`config.mk`:
```
export PLATFORM = sky130hd
export DESIGN_NAME = fetch_sequencer
export DESIGN_NICKNAME = d
export VERILOG_FILES = /design/src/rtl/fetch_sequencer.sv
export SDC_FILE = /design/constraint.sdc
export NUM_CORES = 1
export LEC_CHECK = 0
export ABC_AREA = 1
export ABC_CLOCK_PERIOD_IN_PS = 4900
export BUFFER_PORTS_ARGS = -buffer_cell sky130_fd_sc_hd__buf_2
export CORE_AREA = 2 2 116 118
export CTS_CLUSTER_SIZE = 24
export DETAILED_ROUTE_END_ITERATION = 12
export DIE_AREA = 0 0 118 120
export PLACE_DENSITY_LB_ADDON = 0.2
export SETUP_SLACK_MARGIN = 0.1
export SYNTH_ARGS = -nofsm -noshare
export SYNTH_HDL_FRONTEND = slang
export SYNTH_SLANG_ARGS = --single-unit
```
`constraint.sdc`:
```
create_clock -name clk -period 4.9 [get_ports clk]
set_clock_uncertainty 0.1 [all_clocks]
set_input_delay 0.49 -clock clk [delete_from_list [all_inputs] [get_ports clk]]
set_output_delay 0.49 -clock clk [all_outputs]
set_load 0.03 [all_outputs]
```
`src/rtl/fetch_sequencer.sv`:
```
// fetch_sequencer: owns the fetch PC, issues req/ack reads to instruction
// memory, applies execute redirects and hands one instruction at a time to
// decode over a valid/ready port. All outputs are registered.
//
// Optional feature macro: FETCH_MISALIGN_CHK_EN
//   defined   : a redirect to a non-word-aligned target pulses misalign_err,
//               drops the held instruction and parks in HALT until reset.
//   undefined : redirect_pc[1:0] is forced to 2'b00, no HALT, no misalign_err.
//
// state | meaning
// ------+-----------------------------------------------------------------
// IDLE  | first cycle after reset; launches the first fetch at pc
// FETCH | imem_req high, imem_addr held until imem_ack
// HOLD  | instruction presented to decode, waiting for out_ready
// DRAIN | redirected while a request was in flight; wait for and drop the ack
// HALT  | misaligned redirect seen (macro only); finish outstanding req, stop
module fetch_sequencer #(
    parameter int              XLEN     = 32,
    parameter logic [XLEN-1:0] RESET_PC = '0,
    parameter int              PC_STEP  = 4
) (
    input  logic            clk,
    input  logic            reset,
    output logic            imem_req,
    output logic [XLEN-1:0] imem_addr,
    input  logic            imem_ack,
    input  logic [XLEN-1:0] imem_rdata,
    input  logic            redirect_valid,
    input  logic [XLEN-1:0] redirect_pc,
    output logic            out_valid,
    input  logic            out_ready,
    output logic [XLEN-1:0] out_inst,
    output logic [XLEN-1:0] out_pc
`ifdef FETCH_MISALIGN_CHK_EN
    ,
    output logic            misalign_err
`endif
);

    typedef enum logic [2:0] {
        S_IDLE  = 3'd0,
        S_FETCH = 3'd1,
        S_HOLD  = 3'd2,
        S_DRAIN = 3'd3,
        S_HALT  = 3'd4
    } state_t;

    state_t          state_q, state_d;
    logic [XLEN-1:0] pc_q, pc_d;
    logic            imem_req_q, imem_req_d;
    logic [XLEN-1:0] imem_addr_q, imem_addr_d;
    logic            out_valid_q, out_valid_d;
    logic [XLEN-1:0] out_inst_q, out_inst_d;
    logic [XLEN-1:0] out_pc_q, out_pc_d;
    logic [XLEN-1:0] redir_pc;
    logic [XLEN-1:0] drain_next;

`ifdef FETCH_MISALIGN_CHK_EN
    logic misalign_q, misalign_d;
    logic redir_misaligned;
    assign redir_pc         = redirect_pc;
    assign redir_misaligned = |redirect_pc[1:0];
`else
    // Without the checker the low address bits are simply ignored.
    assign redir_pc = redirect_pc & ~XLEN'(3);
`endif

    // Latest target wins while draining; a same-cycle redirect overrides pc.
    assign drain_next = redirect_valid ? redir_pc : pc_q;

    // Next-state and next-output computation; redirect takes priority everywhere.
    always_comb begin
        state_d     = state_q;
        pc_d        = pc_q;
        imem_req_d  = imem_req_q;
        imem_addr_d = imem_addr_q;
        out_valid_d = out_valid_q;
        out_inst_d  = out_inst_q;
        out_pc_d    = out_pc_q;
`ifdef FETCH_MISALIGN_CHK_EN
        misalign_d  = 1'b0;
`endif
        case (state_q)
            S_IDLE: begin
                state_d     = S_FETCH;
                imem_req_d  = 1'b1;
                out_valid_d = 1'b0;
                if (redirect_valid) begin
                    pc_d        = redir_pc;
                    imem_addr_d = redir_pc;
                end else begin
                    imem_addr_d = pc_q;
                end
            end
            S_FETCH: begin
                if (redirect_valid) begin
                    pc_d = redir_pc;
                    if (imem_ack) begin
                        imem_addr_d = redir_pc;
                    end else begin
                        state_d = S_DRAIN;
                    end
                end else if (imem_ack) begin
                    out_inst_d  = imem_rdata;
                    out_pc_d    = imem_addr_q;
                    out_valid_d = 1'b1;
                    pc_d        = pc_q + XLEN'(PC_STEP);
                    imem_req_d  = 1'b0;
                    state_d     = S_HOLD;
                end
            end
            S_HOLD: begin
                if (redirect_valid) begin
                    pc_d        = redir_pc;
                    imem_addr_d = redir_pc;
                    out_valid_d = 1'b0;
                    imem_req_d  = 1'b1;
                    state_d     = S_FETCH;
                end else if (out_ready && out_valid_q) begin
                    out_valid_d = 1'b0;
                    imem_addr_d = pc_q;
                    imem_req_d  = 1'b1;
                    state_d     = S_FETCH;
                end
            end
            S_DRAIN: begin
                pc_d = drain_next;
                if (imem_ack) begin
                    imem_addr_d = drain_next;
                    state_d     = S_FETCH;
                end
            end
`ifdef FETCH_MISALIGN_CHK_EN
            S_HALT: begin
                out_valid_d = 1'b0;
                imem_req_d  = imem_req_q & ~imem_ack;
            end
`endif
            default: begin
                state_d    = S_IDLE;
                imem_req_d = 1'b0;
            end
        endcase
`ifdef FETCH_MISALIGN_CHK_EN
        // A misaligned target freezes fetch; an in-flight request is let finish.
        if (redirect_valid && redir_misaligned && state_q != S_HALT) begin
            state_d     = S_HALT;
            misalign_d  = 1'b1;
            out_valid_d = 1'b0;
            imem_req_d  = imem_req_q & ~imem_ack;
            pc_d        = pc_q;
            imem_addr_d = imem_addr_q;
            out_inst_d  = out_inst_q;
            out_pc_d    = out_pc_q;
        end
`endif
    end

    // State and output registers; reset abandons any outstanding request.
    always_ff @(posedge clk or posedge reset) begin
        if (reset) begin
            state_q     <= S_IDLE;
            pc_q        <= RESET_PC;
            imem_req_q  <= 1'b0;
            imem_addr_q <= '0;
            out_valid_q <= 1'b0;
            out_inst_q  <= '0;
            out_pc_q    <= '0;
`ifdef FETCH_MISALIGN_CHK_EN
            misalign_q  <= 1'b0;
`endif
        end else begin
            state_q     <= state_d;
            pc_q        <= pc_d;
            imem_req_q  <= imem_req_d;
            imem_addr_q <= imem_addr_d;
            out_valid_q <= out_valid_d;
            out_inst_q  <= out_inst_d;
            out_pc_q    <= out_pc_d;
`ifdef FETCH_MISALIGN_CHK_EN
            misalign_q  <= misalign_d;
`endif
        end
    end

    assign imem_req  = imem_req_q;
    assign imem_addr = imem_addr_q;
    assign out_valid = out_valid_q;
    assign out_inst  = out_inst_q;
    assign out_pc    = out_pc_q;
`ifdef FETCH_MISALIGN_CHK_EN
    assign misalign_err = misalign_q;
`endif

endmodule

```
======== After elaboration in Yosys (flattened, before gate mapping) ========
Index checks and enable logic that the tools add are counted.
storage, ports and cells
  logic and storage cells ................. 59
  output and inout bits ................... 98
  flip-flop bits (word level) ............. 133
  input bits .............................. 69
cells by class
  add/sub/neg operators ................... 1
  multiplexer cells ....................... 27
  reduce and logical (&&, ||, !) cells .... 12
  equal/unequal tests ..................... 10
  bitwise operators ....................... 2
operators by type and width
  cell                                                              count
  32-bit two-way mux                                                8
  32-bit case mux with 4 select lines                               1
  32-bit case mux with 2 select lines                               1
  32-bit by 3-bit adder with 32-bit output (second input constant)  1
  3-bit two-way mux                                                 6
  3-bit case mux with 4 select lines                                1
  4-bit AND reduction                                               3
  3-bit inequality test (second input constant)                     3
  1-bit two-way mux                                                 8
  2-bit inequality test (second input constant)                     4
  3-bit by 2-bit == test with 1-bit output (second input constant)  2
  5-bit AND reduction                                               1
  1-bit case mux with 4 select lines                                1
  4-bit nonzero test                                                1
  3-bit by 1-bit == test with 1-bit output (second input constant)  1
  3-bit logical NOT                                                 1
  1-bit case mux with 3 select lines                                1
  3-bit AND reduction                                               1
  3-bit nonzero test                                                1
  3-bit OR reduction                                                1
  1-bit inverter                                                    2
  2-bit AND reduction                                               1
  2-bit nonzero test                                                1
  1-bit logical AND                                                 1

======== Depth between registers and ports, before layout ========
Gate-level depths: netlist (run 1).
  word-level depth ........................ 4
  gate-level depth with buffers ........... 11
  depth with buffers taken out ............ 11

======== Worst setup path before layout (run 1) ========
No wires, ideal clock.
  kind .................................... reg-to-reg
  start ................................... register pc_q[2]
  end ..................................... register pc_q[30]
  period minus slack after synthesis ...... 1.709 ns
  slack ................................... 3.191 ns
  required time ........................... 4.723 ns
  path buffers ............................ 0
  stages on the path, launching flop included .. 10
  arrival time ............................ 1.532 ns
  library setup time ...................... 0.077 ns
  path through ............................ dfrtp_1 ha_1 nand2_1 nor2_1 nand2_1 nor2_1 nand3_1 nand3_1 nand2_1 a21oi_1
on the way
  cells in the longest elaborated chain, start to end .. 4
RTL lines
  item                                      line  source
  start, declared                           49    logic [XLEN-1:0] pc_q, pc_d;
  start signal, assigned                    174   pc_q <= pc_d;
  32-bit by 3-bit adder with 32-bit output  107   pc_d = pc_q + XLEN'(PC_STEP);
  32-bit two-way mux                        103   end else if (imem_ack) begin
  32-bit two-way mux                        96    if (redirect_valid) begin
  32-bit case mux with 2 select lines       83    case (state_q)
Every way passes these cells. The select of a mux whose other input is x is not followed.
A chain may end at the register's enable or synchronous reset.

======== Worst setup path after layout (run 1) ========
  start ................................... register state_q[0]
  end ..................................... register out_inst_q[9], in the netlist out_inst[9]
on the way
  cells in the longest elaborated chain, start to end .. 2
RTL lines
  item                                      line  source
  start, declared                           48    state_t state_q, state_d;
  start signal, assigned                    173   state_q <= state_d;
  3-bit by 1-bit == test with 1-bit output  83
  3-bit AND reduction (no source line)      n/a
  end signal, assigned                      178   out_inst_q <= out_inst_d;
  end, declared                             53    logic [XLEN-1:0] out_inst_q, out_inst_d;
Every way passes these cells.

==> impl_metrics.json, run 1 <==
{
  "tightest_slew_ps": 1079,
  "synth_warnings": 0,
  "postRouteAntennaNets": 0,
  "num_rows": 42,
  "worstPathArrival_ps": 3090,
  "outcome": "finished, final reports clean",
  "setup_repair_after_global_routing_missed_its_margin": "no",
  "grt_antenna_before_repair": 0,
  "die-area_mm2": 0.01416,
  "startpoint_type_of_the_worst_setup_path": "register",
  "ys_seq_area_share_pct": 47.93,
  "worst_path_dominant_cell_family": "buffers and inverters",
  "cts_made_buffers": 17,
  "layout_min_cycle_time_ps": 2833,
  "fill_cells": 1174,
  "post_cts_buffers": 0,
  "gp_routability_congestion": 0.8938,
  "finalMaxSlewViolations": 0,
  "post-layout-total-power_mw": 5.857,
  "total_number_of_clock_tree_sinks": 132,
  "design.final.nets": 1193,
  "postSynthAreaPerCell_um2": 7.061,
  "cts_root_buf": "clkbuf_16",
  "coreArea_mm2": 0.01298,
  "cts-resized-gates": 0,
  "sequential_cell_area_mm2": 0.003303,
  "cts.reportedPaths.clkPinSlew_ps": 60,
  "floorplan.die.width_um": 118,
  "vdd.ir_drop.worst_mv": 0.2538,
  "cts.htree.levels": 4,
  "grt.met1_usage_pct": 38.49,
  "vias_per_cell": 5.118,
  "final_common_cell": "nand2_1",
  "globalRouteOverflowTotal": 0,
  "final_hold_viol_count": 0,
  "post_synthesis_instance_area_mm2": 0.006892,
  "wl_um": 18800,
  "drc_errors": 0,
  "cp.buffers_inverters": 5,
  "crit_required_ps": 5150,
  "path_class": "reg -> reg",
  "worstSetupEndpointType": "register",
  "synth_nets": 1046,
  "syn2layout_area_growth_pct": 21.46,
  "first_iter_violations": 578,
  "power_density_mw_per_mm2": 699.8,
  "grt.busiest_layer": "met2",
  "tritoncts": "done",
  "final_cell_mix": "390 x nand2_1, 164 x buf_2, 132 x dfrtp_1",
  "floorplan.die.height_um": 120,
  "timing.final.crit_share_pct": 57.81,
  "utilization_pct": 64.49,
  "worst_slew_margin_rel_pct": 28.07,
  "start_util_pct": 53.09,
  "worst_path_largest_cell_delay_ps": 790,
  "met2_usage_grt_pct": 43.39,
  "ys_types": 33,
  "fraction_of_met3_tracks_used_by_global_routing_pct": 5.561,
  "timing.critical_path.depth": 10,
  "slowest_stage_cell_crit_path": "inv_2",
  "vias_in_the_first_global_route": 6174,
  "tns_ps": 0,
  "reg2regPathDepth": 10,
  "n_antenna_cell": 0,
  "hold_buffers": 0,
  "postSynthCellCount": 976,
  "finalSetupViolCount": 0,
  "route.detailed.wl_per_inst_um": 14.33,
  "port_buffers": 164,
  "groute.usage.overall_pct": 27.67,
  "layout-drive-gt1-share_pct": 18.93,
  "multi_input_area_mm2": 0.003034,
  "max_clock_freq_mhz": 353.0,
  "vias": 6715,
  "hold_class": "in -> async",
  "critPathMaxFanout": 73,
  "ys_seq_elements": 132,
  "clock_latency_of_the_later_clocked_register_in_the_worst_skew_pair_ps": 430,
  "first_pass_detailed_route_iteration_total": 5,
  "design.portCount": 167,
  "crit_path_frequent_cell": "inv_2",
  "timing.critical_path.cells": "inv_2 > nor2_4 > inv_4 > nor2_8 > inv_2 > nor2_8 > inv_2 > buf_4 > nand2_1 > nand2_1",
  "detailedPlacementHpwl_um": 13230,
  "first_pass_grt_wire_length_um": 30730,
  "grt_start_max_net_pins": 74,
  "power_leakage_nw": 4.488,
  "cts_buffer_depth": 2,
  "maxCapViolations": 0,
  "final.hold.worst_slack_ps": 46.91
}
## Yosys cell counts (all sizes together)
cell	count	area (µm²)
clkbuf	15	60.05
nand4	4	25.02
o21bai	1	7.510
nand3	46	230.2
a211oi	1	7.510
nand3b	2	15.01
buf	27	146.4
o21a	1	7.510
nor4	1	6.260
o21ai	104	520.5
o22ai	1	6.260
a21boi	1	7.510
a21oi	27	135.1
clkinv	1	3.750
nor3	9	45.04
o311ai	1	8.760
dfrtp	132	3303
ha	1	12.51
and2	2	12.51
o211ai	4	30.03
nor2	113	486.7
a31oi	1	6.260
inv	91	344.1
nand2	390	1464
## where the power goes
| group | leakage (nW) | switching (mW) | total, mW | internal [mW] |
|---|---|---|---|---|
| combinational | 2.55 | 1.92 | 2.64 | 0.718 |
| sequential | 1.66 | 0.340 | 1.92 | 1.59 |
| clock | 0.285 | 0.527 | 1.29 | 0.763 |
## final cells by class
type	instances	area share, %
Clock buffer	17	5.082
Clock inverter	15	2.048
Tap cell	176	2.631
Sequential cell	132	39.46
Timing Repair Buffer	170	10.34
Multi-Input combinational cell	710	36.25
Inverter	92	4.185
## sequential cells by signal, summed over array words and instances, names as in the netlist
signal,count
out_pc,32
pc_q,32
out_inst,32
state_q,2
out_valid,1
imem_addr,32
imem_req,1
## path summary, 6_finish.rpt
kind,from,end,slack [ps]
max,state_q[0]$_DFFE_PP0P_,out_inst[9]$_DFFE_PP0P_,2070
min,reset,out_inst[19]$_DFFE_PP0P_,50
max reg2reg,state_q[0]$_DFFE_PP0P_,out_inst[9]$_DFFE_PP0P_,2070
min reg2reg,out_inst[13]$_DFFE_PP0P_,out_inst[13]$_DFFE_PP0P_,360
max in group asynchronous,reset,pc_q[12]$_DFFE_PP0P_,3520
min in group clk,imem_rdata[1],out_inst[1]$_DFFE_PP0P_,160
## layer usage
layer / up-vias / routed length (µm)
li1: 3367 / -
met1: 3077 / 8505
met2: 246 / 8688
met3: 25 / 1286
met4: 0 / 319
met5: - / 0
## logic make-up after synthesis
family                     count (synthesis)  synth area share [%]
and+or+nand+nor                          567                 33.15
adders and majority gates                  1                0.1815
DFF                                      132                 47.93
AOI/OAI and AO/OA                        142                 10.69
buffers and inverters                    134                 8.043
## metrics by stage
| step | instance area (µm²) | instances | setup WS [ps] |
|---|---|---|---|
| floorplan | 6892 | 976 | 784.0 |
| finish | 8371 | 1312 | 2067 |
| global route | 8371 | 1312 | 1828 |
| global placement | 7774 | 1280 | 1736 |
| detailed placement | 7774 | 1280 | 1700 |
| CTS | 8371 | 1312 | 2058 |
## worst register-to-register path, delay by kind of cell, from the launching register on
kind | cells | cell delay (ps)
buf+inv | 5 | 1850
flops | 1 | 410
simple gates | 5 | 410
(Power assumes the default switching activity.)
==> inputs of run 2 (changes only) <==
Settings changed: ABC_AREA 1 to 0, ABC_CLOCK_PERIOD_IN_PS 4900 to 2300, CORE_AREA 2 2 116 118 to 2 2 115 117, DIE_AREA 0 0 118 120 to 0 0 117 119.
Clock period 4.9 ns to 2.3 ns, I/O delays scaled along.
==> run 2 against run 1 <==
Worst hold slack worse by 34 ps; highest routed layer unchanged; synthesized cell count is 50% lower; worst setup slack worse by 1900 ps; combinational power is 23% higher; sequential power is 79% higher; critical path depth is 6 lower; maximum frequency is 32% higher; design area is 1.5% lower; wire length is 18% lower; critical endpoint is now pc_q[20]$_DFFE_PP0P_; sequential cell count stayed put; clock-buffer cell count is 7 higher.
==> impl_metrics.json, run 2 <==
{
  "outcome": "finished, final reports clean",
  "globalRouteOverflowTotal": 0,
  "vias": 4912,
  "vias_in_the_first_global_route": 4995,
  "layout_setup_ws_ps": 157.9,
  "cts_root_buf": "clkbuf_16",
  "max_clock_freq_mhz": 466.8,
  "synth.top_cells.by_count": "132 x dfrtp_1, 76 x mux2_2, 28 x o2bb2ai_1",
  "first_pass_detailed_route_iteration_total": 5,
  "postSynthAreaPerCell_um2": 12.03,
  "fill_cells": 1014,
  "largest_area_contributor_in_the_synthesized_netlist": "dfrtp_1",
  "layout-drive-gt1-share_pct": 41.17,
  "drc_errors": 0,
  "worst_slack_at_placement_ps": 31.55,
  "tns_ps": 0,
  "final_cell_mix": "164 x buf_2, 130 x dfrtp_1, 76 x mux2_2",
  "worstSetupEndpointType": "register",
  "finalMaxSlewViolations": 0,
  "vdd.ir_drop.worst_mv": 0.7595,
  "first_iter_violations": 339,
  "ys_types": 48,
  "tritoncts": "done",
  "postSynthCellCount": 489,
  "design.portCount": 167,
  "groute.usage.overall_pct": 23.44,
  "maxCapViolations": 0,
  "die-area_mm2": 0.01392,
  "synth-main-ff-cell": "dfrtp_1",
  "postRouteAntennaNets": 0,
  "floorplan.die.width_um": 117,
  "ys_seq_area_share_pct": 56.16,
  "port_buffers": 164,
  "final.hold.worst_slack_ps": 13.06,
  "worst_slew_margin_rel_pct": 47.33,
  "startpoint_type_of_the_worst_setup_path": "register",
  "cts_buffer_depth": 2,
  "syn2layout_area_growth_pct": 40.14,
  "start_util_pct": 45.69,
  "cts.htree.levels": 4,
  "total_number_of_clock_tree_sinks": 132,
  "post_synthesis_instance_area_mm2": 0.005882,
  "worstPathArrival_ps": 2370,
  "critPathMaxFanout": 8,
  "grt_start_max_net_pins": 133,
  "holdPathStages": 3,
  "reg2regPathDepth": 4,
  "yosysMostFrequentCell": "dfrtp_1",
  "clock_latency_of_the_later_clocked_register_in_the_worst_skew_pair_ps": 410,
  "num_rows": 42,
  "vias_per_cell": 5.380,
  "path_class": "reg -> reg",
  "ff2ff_setup_slack_ps": 160,
  "design.final.nets": 793,
  "wl_um": 15500,
  "cts.reportedPaths.clkPinSlew_ps": 50,
  "first_pass_grt_wire_length_um": 24960,
  "final_common_cell": "buf_2",
  "final_hold_viol_count": 0,
  "power_leakage_nw": 3.756,
  "synth_warnings": 0,
  "cts_made_buffers": 17,
  "ys_seq_elements": 132,
  "hold_class": "in -> reg",
  "tightest_slew_ps": 790.0,
  "synth.area.top_cells": "dfrtp_1 56%, mux2_2 15%, o2bb2ai_1 4.2%, a22oi_1 2.6%, clkbuf_1 1.7%",
  "coreArea_mm2": 0.01287,
  "finalSetupViolCount": 0,
  "edff_count_synth": 0,
  "power_density_mw_per_mm2": 1150,
  "grt_antenna_before_repair": 0,
  "gp_routability_congestion": 0.8808,
  "route.detailed.wl_per_inst_um": 16.98,
  "netlist.area_leader.share_pct": 56.16,
  "detailedPlacementHpwl_um": 10100,
  "setup_repair_after_global_routing_missed_its_margin": "yes",
  "synth_nets": 559,
  "floorplan.die.height_um": 119,
  "crit_required_ps": 2530,
  "timing.final.crit_share_pct": 93.13,
  "postSynth.asyncResetShare_pct": 100.0,
  "layout_min_cycle_time_ps": 2142
}
run 2: changes by cell type after synthesis, moves of 28 or more:
cell	change
o2bb2ai_1	+28
mux2_2	+76
nand3_1	-35
inv_1	-77
o21ai_0	-90
nor2_1	-84
nand2_1	-364
run 2: layer usage:
metal  vias to the layer above  share of wire [%]  GRT usage [%]
li1                       2305                  -              -
met1                      2417                 41          29.28
met2                       159                 51          38.15
met3                        31                5.0          5.547
met4                         0                2.9          11.03
met5                         -                  0              0
run 2: kinds of logic (layout without fill, tap and decap cells):
logic type / count (synthesis) / after routing / synth area share [%]
buffers and inverters: 40 / 287 / 2.680
AND/OR/NAND/NOR: 125 / 125 / 11.49
other: 0 / 1 / 0
adder cells (fa/ha/maj): 1 / 1 / 0.2127
multiplexers: 77 / 77 / 14.72
XOR/XNOR: 12 / 12 / 1.787
flip-flops: 132 / 132 / 56.16
AO/OA/AOI/OAI: 102 / 102 / 12.96
run 2: layout make-up:
type / instances / area [µm²] / share of cell area, %
clock buffer: 24 / 491.7 / 5.965
tap: 176 / 220.2 / 2.672
inverter: 9 / 37.54 / 0.4554
antenna: 1 / 2.502 / 0.03036
timing repair buffer: 246 / 1622 / 19.67
sequential: 132 / 3306 / 40.10
clock inverter: 8 / 122.6 / 1.488
multi-input combinational: 317 / 2441 / 29.61
run 2: stage by stage:
step	util, %	power, mW	instance area (µm²)	instances
4_1_cts	63.89	9.531	8225	911
3_3_place_gp	54.50	6.572	7017	820
6_report	64.02	9.476	8243	913
2_1_floorplan	-	5.589	5886	489
3_5_place_dp	54.50	6.645	7017	820
5_1_grt	64.00	9.919	8240	912
run 2: power breakdown:
| group | leakage (nW) | switching [mW] | internal, mW |
|---|---|---|---|
| clock network | 0.292 | 0.959 | 1.82 |
| registers | 1.59 | 0.437 | 3.00 |
| logic | 1.87 | 2.09 | 1.17 |
run 2: what timing repair did:
| item | CTS | global route |
|---|---|---|
| gates resized for setup | 1 | 3 |
| pin swaps | 0 | 3 |
| hold buffers | 59 | 0 |
| cloned | 0 | 0 |
| endpoints found under the hold margin | 190 | 0 |
| buffers inserted | 0 | 1 |
| setup endpoints to repair | 2 | 7 |
run 2: path summary, 6_finish.rpt:
| path | start | endpoint |
|---|---|---|
| worst max-delay path | pc_q[13]$_DFFE_PP0P_ | pc_q[20]$_DFFE_PP0P_ |
| max in group asynchronous | reset | pc_q[5]$_DFFE_PP0P_ |
| worst min-delay path | redirect_pc[26] | pc_q[26]$_DFFE_PP0P_ |
| worst min register to register | out_inst[27]$_DFFE_PP0P_ | out_inst[27]$_DFFE_PP0P_ |
| min in group asynchronous | reset | out_inst[27]$_DFFE_PP0P_ |
| worst max register to register | pc_q[13]$_DFFE_PP0P_ | pc_q[20]$_DFFE_PP0P_ |
run 2: worst max-delay path: stages, from the launching register on:
cell     delay [ps]
dfrtp_1         470
nand4_1         170
or4_4           610
or4_1           500
a31oi_1         200
